**config.mk**
```make
export PLATFORM = sky130hd
export DESIGN_NAME = rr_sel_arbiter
export DESIGN_NICKNAME = d
export VERILOG_FILES = /design/src/rtl/rr_sel_arbiter.sv
export SDC_FILE = /design/constraint.sdc
export NUM_CORES = 1
export LEC_CHECK = 0
export BUFFER_PORTS_ARGS = -buffer_cell sky130_fd_sc_hd__buf_2
export CAP_MARGIN = 10
export CORE_AREA = 2 2 49 69
export DETAILED_ROUTE_END_ITERATION = 8
export DIE_AREA = 0 0 51 71
export PLACE_DENSITY = 0.86
export SLEW_MARGIN = 0
export SYNTH_ARGS = -nofsm -noshare
export SYNTH_HDL_FRONTEND = slang
export SYNTH_SLANG_ARGS = --single-unit
```
**constraint.sdc**
```tcl
create_clock -name clk -period 4.5 [get_ports clk]
set_input_delay 0.9 -clock clk [delete_from_list [all_inputs] [get_ports clk]]
set_output_delay 0.9 -clock clk [all_outputs]
set_load 0.05 [all_outputs]
```
**src/rtl/rr_sel_arbiter.sv**
```systemverilog
// rr_sel_arbiter: round-robin owner of the 3-bit-select 1-of-8 decoder.
// Grants one of N_REQ requesters, holds until done or withdrawal, then
// inserts one GAP cycle and rotates priority past the released owner.
// Optional feature macro: RR_SEL_ARBITER_TIMEOUT_EN (force-release after
// MAX_HOLD BUSY cycles with a one-cycle timeout pulse).
module rr_sel_arbiter #(
    parameter int N_REQ    = 6,
    parameter int MAX_HOLD = 16
) (
    input  logic             clk,
    input  logic             rst,
    input  logic [N_REQ-1:0] req,
    input  logic             done,
    output logic             gnt_vld,
    output logic [2:0]       gnt_sel,
    output logic [7:0]       gnt,
    output logic             timeout
);

    typedef enum logic [1:0] {S_IDLE, S_BUSY, S_GAP} state_t;

    state_t     r_state;
    state_t     w_next;
    logic [2:0] r_ptr;
    logic [2:0] r_sel;
    logic       r_gnt_vld;
    logic [7:0] r_gnt;
    logic       r_timeout;

    logic [7:0] w_req8;
    logic [2:0] w_pick;
    logic       w_any;
    int         w_idx;
    logic       w_rel_norm;
    logic       w_force;
    logic       w_leave;

    // Zero-extend so the owner lookup and scan never index past the vector.
    assign w_req8     = 8'(req);
    assign w_rel_norm = (r_state == S_BUSY) && (done || !w_req8[r_sel]);
    assign w_leave    = w_rel_norm || w_force;

`ifdef RR_SEL_ARBITER_TIMEOUT_EN
    localparam int HOLD_W = $clog2(MAX_HOLD + 1);
    logic [HOLD_W-1:0] r_hold;

    // Hold counter: zero while waiting, counts every BUSY cycle.
    always_ff @(posedge clk) begin
        if (rst || r_state != S_BUSY) begin
            r_hold <= '0;
        end else begin
            r_hold <= r_hold + 1'b1;
        end
    end

    // A normal release on the limit cycle wins, so timeout only fires alone.
    assign w_force = (r_state == S_BUSY) && !w_rel_norm &&
                     (r_hold == HOLD_W'(MAX_HOLD - 1));
`else
    assign w_force = 1'b0;
`endif

    // Round-robin scan from ptr upward with wrap; lowest offset wins.
    always_comb begin
        w_any  = 1'b0;
        w_pick = 3'd0;
        w_idx  = 0;
        for (int k = N_REQ - 1; k >= 0; k--) begin
            w_idx = int'(r_ptr) + k;
            if (w_idx >= N_REQ) begin
                w_idx = w_idx - N_REQ;
            end
            if (w_req8[w_idx[2:0]]) begin
                w_any  = 1'b1;
                w_pick = w_idx[2:0];
            end
        end
    end

    // State register.
    always_ff @(posedge clk) begin
        if (rst) begin
            r_state <= S_IDLE;
        end else begin
            r_state <= w_next;
        end
    end

    // Next-state logic: IDLE arbitrates, BUSY waits for release, GAP is one dead cycle.
    always_comb begin
        w_next = r_state;
        case (r_state)
            S_IDLE:  if (w_any)   w_next = S_BUSY;
            S_BUSY:  if (w_leave) w_next = S_GAP;
            S_GAP:   w_next = S_IDLE;
            default: w_next = S_IDLE;
        endcase
    end

    // Registered outputs and priority pointer, all driven from the next state.
    always_ff @(posedge clk) begin
        if (rst) begin
            r_ptr     <= 3'd0;
            r_sel     <= 3'd0;
            r_gnt_vld <= 1'b0;
            r_gnt     <= 8'h00;
            r_timeout <= 1'b0;
        end else begin
            r_gnt_vld <= (w_next == S_BUSY);
            r_timeout <= w_force;
            if (r_state == S_IDLE && w_any) begin
                r_sel <= w_pick;
                r_gnt <= 8'd1 << w_pick;
            end else if (w_next != S_BUSY) begin
                r_gnt <= 8'h00;
            end
            if (r_state == S_BUSY && w_leave) begin
                r_ptr <= (r_sel == 3'(N_REQ - 1)) ? 3'd0 : r_sel + 3'd1;
            end
        end
    end

    assign gnt_vld = r_gnt_vld;
    assign gnt_sel = r_sel;
    assign gnt     = r_gnt;
    assign timeout = r_timeout;

endmodule

```
After elaboration in Yosys (flattened, before gate mapping)
Index checks and enable logic that the tools add are counted.
Word-level totals
  register bits after elaboration: 17
  input port bits: 9
  output and inout port bits: 13
  logic and storage cells: 80
Cells by class
  add/subtract/negate cells: 12
  $lt $le $gt $ge: 13
  equal/unequal tests: 4
  shift-type cells: 1
  muxes and demuxes: 38
  reduce and logical (&&, ||, !) cells: 7
Operators by type and width (count)
  3-bit two-way mux: 13
  3-bit by 4-bit < comparator with 1-bit output (second input constant): 7
  1-bit binary-select mux with 3-bit select: 7
  4-bit by 3-bit greater-or-equal comparator with 1-bit output (second input constant): 5
  3-bit subtractor (second input constant): 6
  8-bit two-way mux: 2
  1-bit two-way mux: 13
  3-bit by 2-bit adder with 4-bit output (second input constant): 2
  3-bit by 3-bit adder with 4-bit output (second input constant): 2
  1-bit by 3-bit << shifter with 8-bit output (first input constant): 1
  3-bit by 1-bit adder with 4-bit output (second input constant): 1
  2-bit by 1-bit == test with 1-bit output (second input constant): 2
  2-bit two-way mux: 2
  2-bit one-hot mux with 2 select lines: 1
  3-bit by 1-bit adder with 3-bit output (second input constant): 1
  3-bit == test (second input constant): 1
  3-bit greater-or-equal comparator (second input constant): 1
  1-bit logical AND: 3
  2-bit logical NOT: 1
  2-bit by 1-bit != test with 1-bit output (second input constant): 1
  2-bit nonzero test: 1
  1-bit logical NOT: 1
  1-bit logical OR: 1

Longest topological paths before layout
Gate-level depths: netlist (run 1).
  depth after elaboration: 16
  mapped depth: 13
  depth with buffers taken out: 10

Least setup slack after synthesis (run 1)
Ideal clock, no wire load.
  path type: reg-to-reg
  from: register r_ptr[0]
  to: register r_sel[1], in the netlist gnt_sel[1]
  library setup time: 0.063 ns
  arrival: 2.756 ns
  data required time: 4.437 ns
  slack: 1.681 ns
  cell stages (with the launch flop): 12
  buffers on the path: 4
  clock period less this slack: 2.819 ns
  cell sequence: dfxtp_1 buf_6 buf_6 inv_1 ha_1 clkbuf_4 clkbuf_1 nand3b_1 a21o_1 a311oi_4 mux2_4 nor2_2
Between the ends
  word-level cells in the longest chain between the ends: 12
  elaborated cells on any way between the ends: 48
  those cells by class: add/sub: 11; order compare: 6; mux: 30; reduce/logical: 1
Ends and longest elaborated chain
  start: declaration: RTL line 24  | logic [2:0] r_ptr;
  start signal: assignment: RTL line 118  | r_ptr <= (r_sel == 3'(N_REQ - 1)) ? 3'd0 : r_sel + 3'd1;
  3-bit by 3-bit adder with 4-bit output: RTL line 69  | w_idx = int'(r_ptr) + k;
  4-bit by 3-bit greater-or-equal comparator with 1-bit output or 3-bit subtractor (tied branches): RTL line 70, 71
  3-bit two-way mux: RTL line 70  | if (w_idx >= N_REQ) begin
  1-bit binary-select mux with 3-bit select: RTL line 73  | if (w_req8[w_idx[2:0]]) begin
  1-bit two-way mux (not written as such): RTL line 73
  1-bit two-way mux (6 in a row): RTL line 73
  1-bit logical AND: RTL line 111  | if (r_state == S_IDLE && w_any) begin
  end signal: assignment: RTL line 112  | r_sel <= w_pick;
  end: declaration: RTL line 25  | logic [2:0] r_sel;
Several ways; a longest one is shown, not always the timed one. The select of a mux whose other input is x is not followed.
A chain may end at the register's enable or synchronous reset.

Worst setup path in the final report (run 1)
  from: register r_ptr[0]
  to: register r_sel[2], in the netlist gnt_sel[2]
Same word-level chain as after synthesis.

==> reports/summary.log, run 1 <==
[run_status] run status complete, no violations
[power_and_ir_drop] register share of total power 20.1%
[drt] DR vias/cell 6.05
[sta] Least-Margin Pin Slew 706 ps
[global_routing] GRT Util Overall 23.1%
[global_routing] first-pass GRT wire length 6430 um
[critical_path] Worst Path Arrival 3470 ps
[clock_network] H-tree depth reported by CTS 1
[global_routing] via count of the first global-routing pass 1406
[drt] number of DRC markers in iteration 0 34
[placement] number of buffer cells added on primary ports 20
[die] die boundary width 51 um
[placement] last weighted congestion value of the routability-driven placer 0.947
[layout] Final Net Count 235
[placement] pre-CTS setup slack 1280 ps
[critical_path] critical path type flip-flop to flip-flop
[synthesis] sequential fraction of the synthesis area 19.6%
[drt] Final Routed Wirelength 3900 um
[synthesis] synthesized area per cell 8.62 sq um
[power_and_ir_drop] static power due to leakage 0.811 nW
[clock_network] post-CTS setup buffer count 0
[global_routing] antenna violations before repair 0
[clock_network] post-cts gate resize count 0
[worst_hold_path] Hold Path End gnt[1]
[sta] Final Worst Setup Slack 1230 ps
[critical_path] CP startpoint kind flip-flop
[flow_run] max-cap violation count 0
[global_routing] largest net degree at the start of global routing 25
[clock_network] clock-pin slew on the worst setup and hold paths 60 ps
[die] floorplan die area 3620 sq um
[sta] Worst slew margin 52.9%
[power_and_ir_drop] Power per Cell Area 634 nW/um^2
[clock_network] source-to-sink clock delay at the later pin of the worst-skew pair 260 ps
[sta] skew final 6.07 ps
[clock_network] CTS root buffer clkbuf_8
[clock_network] Max Buffers Root-to-Sink 2
[sta] Final setup viols 0
[placement] final HPWL from detailed placement 3140 um
[synthesis] syn nets 220
[die] placement row count 24
[drt] drt drc 0
[layout] Diodes inserted 0
[power_and_ir_drop] internal power summed over all cells 0.000586 W
[die] number of top-level pins 22
[power_and_ir_drop] combinational power share 70.4%
[synthesis] synthesized instance count 202
[power_and_ir_drop] peak supply drop 0.342 mV
[layout] layout cell share with drive strength beyond 1 25.5%
[sta] unrepaired setup endpoints after global routing no
[layout] design area 1870 sq um
[die] area of the core region 3030 sq um
[critical_path] worst reg2reg path endpoint gnt_sel[2]
[sta] final total negative setup slack 0 ps
[power_and_ir_drop] Switching Fraction 50.6%
[clock_network] CTS tree yes
[drt] Antenna Nets Post-Route 0
[synthesis] flops & latches, synth 17
[sta] count of pins over their slew limit 0
[clock_network] total clock buffers created by CTS 3
[synthesis] count of synthesis-stage warnings from yosys 0
[synthesis] top flip-flop cell by instance count after synthesis dfxtp_1
[power_and_ir_drop] fraction of power consumed by the clock network 9.5%
[drt] detailed-routing iteration count for the pre-antenna-repair pass 4
[sta] hold slack final 445 ps
[synthesis] netlist area before placement 1740 sq um
[placement] placed standard-cell area 1830 sq um
[critical_path] reg-to-reg setup timing slack 1230 ps
[synthesis] count of unique library cells instantiated by Yosys 70
[sta] final clock period utilization by the worst path 72.6%
[synthesis] EDFF count, synth 0
[sta] top achievable clock speed 306 MHz
[sta] Fin. Hold Viols 0
[power_and_ir_drop] switching pwr 0.000600 W
[drt] total number of vias 1544
[die] initial core utilization 57.4%
[clock_network] # clock sinks 17
[die] die height 71 um
[global_routing] final global-route overflow total 0
[worst_hold_path] critical hold path startpoint gnt[1]
[synthesis] async set-or-reset flop fraction in the synthesized netlist 0%
[critical_path] Worst Reg2Reg Path Length in Cells 10
[layout] signed area change from the synthesized netlist to the final layout 7.55%
[worst_hold_path] Hold Path Stages 2
[sta] crit path time final 3270 ps
[critical_path] maximum fanout along the worst path 24
[critical_path] CP required 4700 ps
[critical_path] startpoint of the lowest-slack register-to-register path r_ptr[0]
[worst_hold_path] class of the most critical hold timing path flip-flop to flip-flop
[critical_path] type of element capturing the critical path flip-flop
[drt] DR WL/cell 15.3 um
[clock_network] hold buffers post-CTS 0
logic make-up after synthesis:
family                     Yosys count  share of synthesized area [%]
buffers and inverters               24                           6.90
AOI/OAI and AO/OA                   57                           25.7
other                                1                          0.215
xor gates and xnor gates             5                           2.95
DFF                                 17                           19.6
and+or+nand+nor                     70                           23.7
adders and majority gates            9                           6.47
muxes                               19                           14.5
critical path: stages, from the launching register on:
cell,delay (ps)
dfxtp_1,580
inv_1,90
ha_1,760
nor2b_1,130
o21ai_0,200
a21oi_1,90
a211oi_1,500
nor2b_4,280
a311oi_4,170
mux2_4,340
nor2_2,70
cell type report:
class	instances	area, sq um
fillers	300	1160
flip-flops and latches	17	340
clock buffers	3	41.3
well taps	39	48.8
inverters	13	48.8
multi-input cells	161	1280
repair buffers	21	108
clock inverters	1	5.00
placed cells by master, fill, tap and decap left out, types with 4 or more instances in the layout:
master	netlist	layout
and2_1	4	4
nor2_1	8	8
ha_1	9	9
o21ai_1	7	7
nand3_1	6	6
buf_2	0	20
mux2i_1	8	8
nand2_1	17	17
dfxtp_1	17	17
mux2_2	6	6
o21ai_0	7	7
inv_1	13	13
nor3_1	8	8
a21oi_1	10	10
through the flow:
step | util [%] | cells | total power [W]
detailed placement | 60.2 | 251 | 0.00107
CTS | 61.7 | 255 | 0.00118
global route | 61.7 | 255 | 0.00128
floorplan | - | 202 | 0.000937
global placement | 60.2 | 251 | 0.00105
finish | 61.7 | 255 | 0.00119
worst max-delay path by stage:
stage                     cells past startpoint  slack [ps]     start          to
after global placement                       10        1340  r_ptr[0]  gnt_sel[2]
final                                        10        1230  r_ptr[0]  gnt_sel[2]
after detailed placement                     10        1280  r_ptr[0]  gnt_sel[2]
after CTS                                    10        1240  r_ptr[0]  gnt_sel[2]
after global routing                         10         920  r_ptr[0]      gnt[2]
after floorplan                              11        1680  r_ptr[0]  gnt_sel[1]
power groups by stage:
stage | clock, W | combinational [W] | sequential, W
6_report | 0.000112 | 0.000836 | 0.000239
5_1_grt | 0.000122 | 0.000905 | 0.000248
4_1_cts | 0.000116 | 0.000830 | 0.000239
3_5_place_dp | 0 | 0.000826 | 0.000243
3_3_place_gp | 0 | 0.000812 | 0.000240
2_1_floorplan | 0 | 0.000623 | 0.000313
cell usage after synthesis, types with 2 or more instances:
master	count	area share (%)
dfxtp_1	17	20
nand2_1	17	3.7
inv_1	13	2.8
a21oi_1	10	2.9
ha_1	9	6.5
mux2i_1	8	4.6
nor2_1	8	1.7
nor3_1	8	2.3
o21ai_0	7	2.0
o21ai_1	7	2.0
clkbuf_1	6	1.3
mux2_2	6	3.9
nand3_1	6	1.7
and2_1	4	1.4
a211oi_1	3	1.3
buf_6	3	1.9
nor2_2	3	1.1
nor3b_1	3	1.3
a311oi_1	2	1.0
a31oi_1	2	0.72
mux2_4	2	1.7
mux4_1	2	3.0
nand2b_1	2	0.72
nand3b_1	2	0.86
nor2b_1	2	0.72
o211a_1	2	1.2
o31ai_1	2	0.86
or2_2	2	0.72
xnor2_1	2	1.0
xor2_1	2	1.0
metal layers:
metal / track usage [%] / up-vias / share of wire [%]
li1: - / 773 / -
met1: 26.9 / 701 / 42
met5: 0 / - / 0
met3: 1.90 / 13 / 4.8
met4: 14.1 / 0 / 3.6
met2: 39.8 / 57 / 50
state kept, by name (all words and copies together) (netlist names):
signal / flops
gnt: 8
gnt_sel: 3
r_ptr: 3
r_state: 2
gnt_vld: 1
(Power assumes the default switching activity.)
==> run 2, diff against run 1 <==
--- a/config.mk
+++ b/config.mk
@@ -5,12 +5,13 @@
 export SDC_FILE = /design/constraint.sdc
 export NUM_CORES = 1
 export LEC_CHECK = 0
+export ABC_AREA = 1
 export BUFFER_PORTS_ARGS = -buffer_cell sky130_fd_sc_hd__buf_2
 export CAP_MARGIN = 10
-export CORE_AREA = 2 2 49 69
+export CORE_AREA = 2 2 47 67
 export DETAILED_ROUTE_END_ITERATION = 8
-export DIE_AREA = 0 0 51 71
-export PLACE_DENSITY = 0.86
+export DIE_AREA = 0 0 49 69
+export PLACE_DENSITY = 0.83
 export SLEW_MARGIN = 0
 export SYNTH_ARGS = -nofsm -noshare
 export SYNTH_HDL_FRONTEND = slang
==> constraint.sdc (replaced) <==
create_clock -name clk -period 3.2 [get_ports clk]
set_input_delay 0.64 -clock clk [delete_from_list [all_inputs] [get_ports clk]]
set_output_delay 0.64 -clock clk [all_outputs]
set_load 0.05 [all_outputs]
==> run 2 against run 1 <==
Effect of this change: setup slack worse by 620 ps; die area down 6.6%; cell count up 22%; utilization down 0.40 points; clock skew about the same; design area down 8.6%; hold slack worse by 7.0 ps; non-clock buffer count up 1; via count up 8.8%; wire length down 4.2%; area after synthesis down 12%; critical path type unchanged; critical endpoint unchanged; highest routed layer unchanged.
==> reports/summary.log, run 2 <==
[synthesis] cell taking the most area after synthesis dfxtp_1
[synthesis] xor/xnor cell area share of the yosys netlist 0% [-2.9 points]
[global_routing] GRT Util Overall 22.8% [-0.25 points]
[global_routing] antenna violations before repair 0 [unchanged]
[die] initial core utilization 54.9% [-2.5 points]
[clock_network] # clock sinks 17 [unchanged]
[drt] Final Routed Wirelength 3730 um [-4.2%]
[layout] leading cell types in the layout, fill and taps excluded nand2_1 (65), inv_1 (33), nand3_1 (32)
[sta] count of pins over their slew limit 0 [unchanged]
[clock_network] H-tree depth reported by CTS 1 [unchanged]
[synthesis] count of unique library cells instantiated by Yosys 28 [-60%]
[synthesis] main area contributors after synthesis dfxtp_1 (22%), nand2_1 (16%), nand3_1 (10%), inv_1 (8.1%), ha_1 (7.4%)
[layout] final standard cell count with taps included and fillers excluded 311 [+22%]
[clock_network] Max Buffers Root-to-Sink 2 [unchanged]
[flow_run] max-cap violation count 0 [unchanged]
[synthesis] most numerous cell in the Yosys netlist nand2_1
[drt] drt drc 0 [unchanged]
[critical_path] CP required 3380 ps [-1320 ps]
[sta] final total negative setup slack 0 ps [unchanged]
[synthesis] simple-gate area share of the yosys netlist 44.0% [+20 points]
[critical_path] type of element capturing the critical path flip-flop
[placement] last weighted congestion value of the routability-driven placer 0.952 [+0.56%]
[synthesis] count of synthesis-stage warnings from yosys 0 [unchanged]
[clock_network] hold buffers post-CTS 0 [unchanged]
[critical_path] crit path buf inv count 3 [+2]
[layout] most common cell after layout, fill and taps aside nand2_1
[sta] Final setup viols 0 [unchanged]
[critical_path] master of the slowest instance on the critical path dfxtp_1
[layout] Diodes inserted 0 [unchanged]
[clock_network] CTS root buffer clkbuf_8
[layout] max FFs per register 8 [unchanged]
[synthesis] top-area cell type share of the netlist area 22.2% [+2.7 points]
[sta] top achievable clock speed 386 MHz [+26%]
[synthesis] top cell types by occurrence after synthesis nand2_1 (65), inv_1 (33), nand3_1 (32)
[die] area of the core region 2790 sq um [-8.0%]
[drt] detailed-routing iteration count for the pre-antenna-repair pass 4 [unchanged]
[layout] Final Net Count 293 [+25%]
[die] die boundary width 49 um [-3.9%]
[clock_network] post-CTS setup buffer count 0 [unchanged]
[clock_network] total clock buffers created by CTS 3 [unchanged]
[critical_path] cell family with the largest share of critical-path delay simple AND/OR/NAND/NOR gates
[sta] Fin. Hold Viols 0 [unchanged]
[drt] number of DRC markers in iteration 0 56 [+65%]
[critical_path] CP startpoint kind flip-flop
[die] floorplan die area 3380 sq um [-6.6%]
[synthesis] sequential fraction of the synthesis area 22.2% [+2.7 points]
[synthesis] async set-or-reset flop fraction in the synthesized netlist 0% [unchanged]
[worst_hold_path] class of the most critical hold timing path flip-flop to flip-flop
[synthesis] proportion of synthesized area in mux cells 0% [-15 points]
[synthesis] EDFF count, synth 0 [unchanged]
[drt] Antenna Nets Post-Route 0 [unchanged]
[clock_network] post-cts gate resize count 0 [unchanged]
[global_routing] via count of the first global-routing pass 1486 [+5.7%]
[placement] number of buffer cells added on primary ports 20 [unchanged]
[sta] final clock period utilization by the worst path 81.0% [+8.4 points]
[drt] DR vias/cell 5.40 [-11%]
[clock_network] source-to-sink clock delay at the later pin of the worst-skew pair 260 ps [about the same]
[placement] total instance count after detailed placement 307 [+22%]
[synthesis] flops & latches, synth 17 [unchanged]
[critical_path] critical path type flip-flop to flip-flop
[placement] final HPWL from detailed placement 3010 um [-4.1%]
[synthesis] synthesized area per cell 6.08 sq um [-29%]
[synthesis] netlist area before placement 1530 sq um [-12%]
[global_routing] largest net degree at the start of global routing 14 [-44%]
[global_routing] first-pass GRT wire length 6260 um [-2.7%]
[synthesis] post-synthesis adder-cell area fraction 7.35% [+0.88 points]
[die] placement row count 23 [-4.2%]
[run_status] run status complete, no violations
[critical_path] cell occurring most often along the worst timing path nand2_1
[clock_network] clock-pin slew on the worst setup and hold paths 70 ps [about the same]
[layout] signed area change from the synthesized netlist to the final layout 11.8%
[critical_path] Worst Path Arrival 2770 ps [-700 ps]
[synthesis] main combinational cell family by area after synthesis simple AND/OR/NAND/NOR gates
[synthesis] synthesized instance count 252 [+25%]
[synthesis] top flip-flop cell by instance count after synthesis dfxtp_1
[sta] skew final 6.07 ps [+0.00527 ps]
[clock_network] CTS tree yes
[drt] total number of vias 1680 [+8.8%]
[synthesis] syn nets 270 [+23%]
[global_routing] final global-route overflow total 0 [unchanged]
[synthesis] compound-cell area share of the yosys netlist 15.0% [-11 points]
[critical_path] slowest stage delay, CP 490 ps [-270 ps]
[die] die height 69 um [-2.8%]
[critical_path] maximum fanout along the worst path 10 [-58%]
[die] number of top-level pins 22 [unchanged]
[layout] layout cell share with drive strength beyond 1 21.2% [-4.3 points]
[sta] crit path time final 2590 ps [-676 ps]
[critical_path] cells traversed along the worst timing path inv_2 -> ha_1 -> inv_1 -> nand2_1 -> nand2_1 -> nand2_1 -> o21ai_1 -> nand3_2 -> and2_4 -> nand2_2 -> a211oi_2 -> nor2_4 -> inv_2 -> nand2_1 -> a21oi_1
[drt] DR WL/cell 12.0 um [-21%]
[sta] unrepaired setup endpoints after global routing no
run 2: changes by cell type in the layout (fill, tap and decap cells not counted), moves of 8 or more:
cell,delta
nand2_1,+48
nand3_1,+26
inv_1,+20
nand2_2,+15
nor2_1,+9
a21oi_1,+8
mux2i_1,-8
run 2: metal layers:
metal  vias to the layer above  track usage [%]  part of all wire (%)
met2                        55             42.9                    53
met4                         0             10.8                   3.0
li1                        857                -                     -
met5                         -                0                     0
met1                       759             25.6                    40
met3                         9            0.866                   3.9
run 2: through the flow:
step	utilization [%]	hold slack, ps	area [sq um]	setup WS [ps]
floorplan	-	538	1530	915
global placement	59.7	421	1670	669
detailed placement	59.7	428	1670	627
CTS	61.3	438	1710	607
global route	61.3	461	1710	320
finish	61.3	438	1710	607
run 2: cell families after synthesis:
group / count (synthesis)
adders and majority gates: 9
AOI/OAI and AO/OA: 40
buffers and inverters: 42
other: 1
and+or+nand+nor: 143
DFF: 17
run 2: tightest hold or removal path, delay by kind of cell, from the launching register on:
family	cells	cell delay [ps]
flops	1	310
simple gates	2	90
run 2: final cells by class:
class	count	area (sq um)
Inverter	38	143
Timing Repair Buffer	22	115
Clock buffer	3	41.3
Clock inverter	1	5.00
Tap cell	37	46.3
Sequential cell	17	340
Multi-Input combinational cell	193	1020
Fill cell	279	1080
run 2: path summary, 6_finish.rpt:
check                start    endpoint  slack (ps)  cells past startpoint
hold reg to reg     gnt[7]      gnt[7]         440                      2
setup reg to reg  r_ptr[0]  gnt_sel[2]         610                     15
hold / removal      gnt[7]      gnt[7]         440                      2
setup / recovery  r_ptr[0]  gnt_sel[2]         610                     15
Power of run 2 is left out: the tool's default activity adds up to more than one toggle a clock period on the data nets, which glitch-free logic cannot reach.
==> run 3, diff against run 2 <==
--- a/config.mk
+++ b/config.mk
@@ -5,13 +5,13 @@
 export SDC_FILE = /design/constraint.sdc
 export NUM_CORES = 1
 export LEC_CHECK = 0
-export ABC_AREA = 1
+export ABC_AREA = 0
 export BUFFER_PORTS_ARGS = -buffer_cell sky130_fd_sc_hd__buf_2
 export CAP_MARGIN = 10
-export CORE_AREA = 2 2 47 67
+export CORE_AREA = 2 2 52 73
 export DETAILED_ROUTE_END_ITERATION = 8
-export DIE_AREA = 0 0 49 69
-export PLACE_DENSITY = 0.83
+export DIE_AREA = 0 0 54 75
+export PLACE_DENSITY = 0.81
 export SLEW_MARGIN = 0
 export SYNTH_ARGS = -nofsm -noshare
 export SYNTH_HDL_FRONTEND = slang
==> constraint.sdc (replaced) <==
create_clock -name clk -period 2.3 [get_ports clk]
set_input_delay 0.46 -clock clk [delete_from_list [all_inputs] [get_ports clk]]
set_output_delay 0.46 -clock clk [all_outputs]
set_load 0.05 [all_outputs]
==> run 3 against run 2 <==
Effect of this change: the flow now finishes with violations (negative setup slack); register-to-register slack got worse by 910 ps; clock skew barely moved; clock-buffer cell count did not move.
==> reports/summary.log, run 3 (synthesized netlist as in run 1, its figures left out) <==
[critical_path] slowest stage delay, CP 390 ps [-100 ps]
[clock_network] CTS tree yes
[drt] number of DRC markers in iteration 0 131 [+130%]
[die] die boundary width 54 um [+10%]
[sta] Final setup viols 11 [+11]
[power_and_ir_drop] Power per Cell Area 1300 nW/um^2
[die] floorplan die area 4050 sq um [+20%]
[power_and_ir_drop] switching pwr 0.00163 W
[critical_path] master of the slowest instance on the critical path dfxtp_4
[critical_path] cells traversed along the worst timing path ha_4 -> xnor2_2 -> buf_6 -> buf_4 -> nor3b_4 -> o21ai_1 -> buf_4 -> and4_4 -> a311oi_4 -> buf_6 -> mux2_4 -> nor2_2
[clock_network] source-to-sink clock delay at the later pin of the worst-skew pair 270 ps [about the same]
[layout] Final Net Count 303 [+3.4%]
[die] number of top-level pins 22 [unchanged]
[power_and_ir_drop] peak supply drop 0.854 mV
[layout] signed area change from the synthesized netlist to the final layout 52.0%
[layout] Diodes inserted 0 [unchanged]
[die] placement row count 25 [+8.7%]
[power_and_ir_drop] combinational power share 79.0%
[sta] crit path time final 2600 ps [+11.6 ps]
[drt] Final Routed Wirelength 6580 um [+76%]
[sta] top achievable clock speed 384 MHz [-0.44%]
[global_routing] largest net degree at the start of global routing 12 [-2]
[worst_hold_path] class of the most critical hold timing path flip-flop to flip-flop
[placement] number of buffer cells added on primary ports 20 [unchanged]
[sta] Final Worst Setup Slack -304 ps [-912 ps]
[die] die height 75 um [+8.7%]
[power_and_ir_drop] fraction of power consumed by the clock network 7.2%
[critical_path] Worst Path Arrival 2820 ps [+50 ps]
[clock_network] H-tree depth reported by CTS 1 [unchanged]
[power_and_ir_drop] Switching Fraction 47.5%
[power_and_ir_drop] static power due to leakage 1.18 nW
[power_and_ir_drop] internal power summed over all cells 0.00181 W
[drt] drt drc 0 [unchanged]
[clock_network] clock-pin slew on the worst setup and hold paths 80 ps [about the same]
[global_routing] via count of the first global-routing pass 1889 [+27%]
[critical_path] cell family with the largest share of critical-path delay buffers and inverters
[sta] unrepaired setup endpoints after global routing yes
[global_routing] first-pass GRT wire length 8860 um [+42%]
[critical_path] CP required 2520 ps [-860 ps]
[layout] most common cell after layout, fill and taps aside buf_4
[critical_path] CP startpoint kind flip-flop
[global_routing] final global-route overflow total 0 [unchanged]
[global_routing] antenna violations before repair 0 [unchanged]
[clock_network] # clock sinks 17 [unchanged]
[sta] skew final 5.59 ps [-0.488 ps]
[sta] final clock period utilization by the worst path 113% [+32 points]
[drt] DR vias/cell 6.39 [+18%]
[drt] detailed-routing iteration count for the pre-antenna-repair pass 5 [+1]
[global_routing] GRT Util Overall 30.2% [+7.4 points]
[clock_network] hold buffers post-CTS 0 [unchanged]
[layout] final cell utilization of the core 78.3% [+17 points]
[clock_network] Max Buffers Root-to-Sink 2 [unchanged]
[flow_run] max-cap violation count 0 [unchanged]
[run_status] run status complete, but fails checks
[drt] DR WL/cell 20.3 um [+69%]
[run_status] violations in the final reports negative setup slack
[critical_path] crit path buf inv count 4 [+1]
[critical_path] critical path type flip-flop to flip-flop
[clock_network] CTS root buffer clkbuf_8
[placement] final HPWL from detailed placement 3880 um [+29%]
[placement] last weighted congestion value of the routability-driven placer 0.924 [-3.0%]
[sta] Fin. Hold Viols 0 [unchanged]
[critical_path] type of element capturing the critical path flip-flop
[layout] leading cell types in the layout, fill and taps excluded buf_4 (61), buf_2 (20), nand2_1 (17)
[layout] max FFs per register 8 [unchanged]
[die] area of the core region 3380 sq um [+21%]
[power_and_ir_drop] register share of total power 13.8%
[sta] count of pins over their slew limit 0 [unchanged]
[placement] total instance count after detailed placement 303 [-1.3%]
[layout] layout cell share with drive strength beyond 1 54.2% [+33 points]
[drt] total number of vias 2070 [+23%]
[drt] Antenna Nets Post-Route 0 [unchanged]
[clock_network] total clock buffers created by CTS 3 [unchanged]
[layout] final standard cell count with taps included and fillers excluded 324 [+4.2%]
[die] initial core utilization 51.5% [-3.3 points]
[critical_path] maximum fanout along the worst path 6 [-4]
[layout] fill cell total of the finished layout 190 [-32%]
==> run 3: per-layer routing <==
| layer | vias up | track usage (%) | wire length (um) |
|---|---|---|---|
| met2 | 138 | 54.9 | 3430 |
| met1 | 963 | 32.1 | 2200 |
| li1 | 913 | - | - |
| met5 | - | 0 | 0 |
| met4 | 0 | 19.7 | 524 |
| met3 | 56 | 2.78 | 424 |
==> run 3: worst reg2reg max path: cells and delay by family, from the launching register on <==
kind / cells / cell delay, ps
xor gates and xnor gates: 1 / 170
and+or+nand+nor: 3 / 450
DFF: 1 / 390
adders and majority gates: 1 / 200
muxes: 1 / 300
AOI/OAI and AO/OA: 2 / 430
buffers and inverters: 4 / 610
==> run 3: final timing paths <==
path / cells past startpoint / slack (ps) / endpoint / start
worst min-delay path: 2 / 450 / gnt[2] / gnt[2]
worst max-delay path: 12 / -300 / gnt_sel[2] / r_ptr[0]
worst max register to register: 12 / -300 / gnt_sel[2] / r_ptr[0]
worst min register to register: 2 / 450 / gnt[2] / gnt[2]
==> run 3: timing repair <==
item / in CTS / in global routing
buffers inserted: 7 / 12
pin swaps: 15 / 14
endpoints found under the setup margin: 11 / 11
resized for setup: 26 / 17
==> run 3: final cells by class <==
type	instances	area (sq um)	share of cell area (%)
Clock inverter	1	5.00	0.189
Clock buffer	3	41.3	1.56
Tap cell	40	50.0	1.89
Inverter	13	51.3	1.94
Sequential cell	17	353	13.3
Multi-Input combinational cell	161	1480	56.0
Timing Repair Buffer	89	664	25.1
==> run 3: power groups by stage <==
| stage | Clock, W | Sequential, W | Combinational [W] |
|---|---|---|---|
| global route | 0.000249 | 0.000485 | 0.00287 |
| detailed placement | 0 | 0.000462 | 0.00215 |
| finish | 0.000249 | 0.000475 | 0.00272 |
| global placement | 0 | 0.000456 | 0.00210 |
| floorplan | 0 | 0.000621 | 0.00131 |
| CTS | 0.000236 | 0.000468 | 0.00237 |
==> run 3: metrics by stage <==
| stage | setup TNS (ps) | total power, W | hold slack [ps] | setup slack [ps] | area, sq um |
|---|---|---|---|---|---|
| after CTS | -1540 | 0.00307 | 445 | -218 | 2490 |
| after floorplan | -2040 | 0.00193 | 544 | -274 | 1820 |
| after detailed placement | -3320 | 0.00261 | 435 | -370 | 2290 |
| final | -2460 | 0.00344 | 446 | -304 | 2650 |
| after global routing | -3580 | 0.00360 | 461 | -412 | 2650 |
| after global placement | -2390 | 0.00255 | 432 | -260 | 2290 |
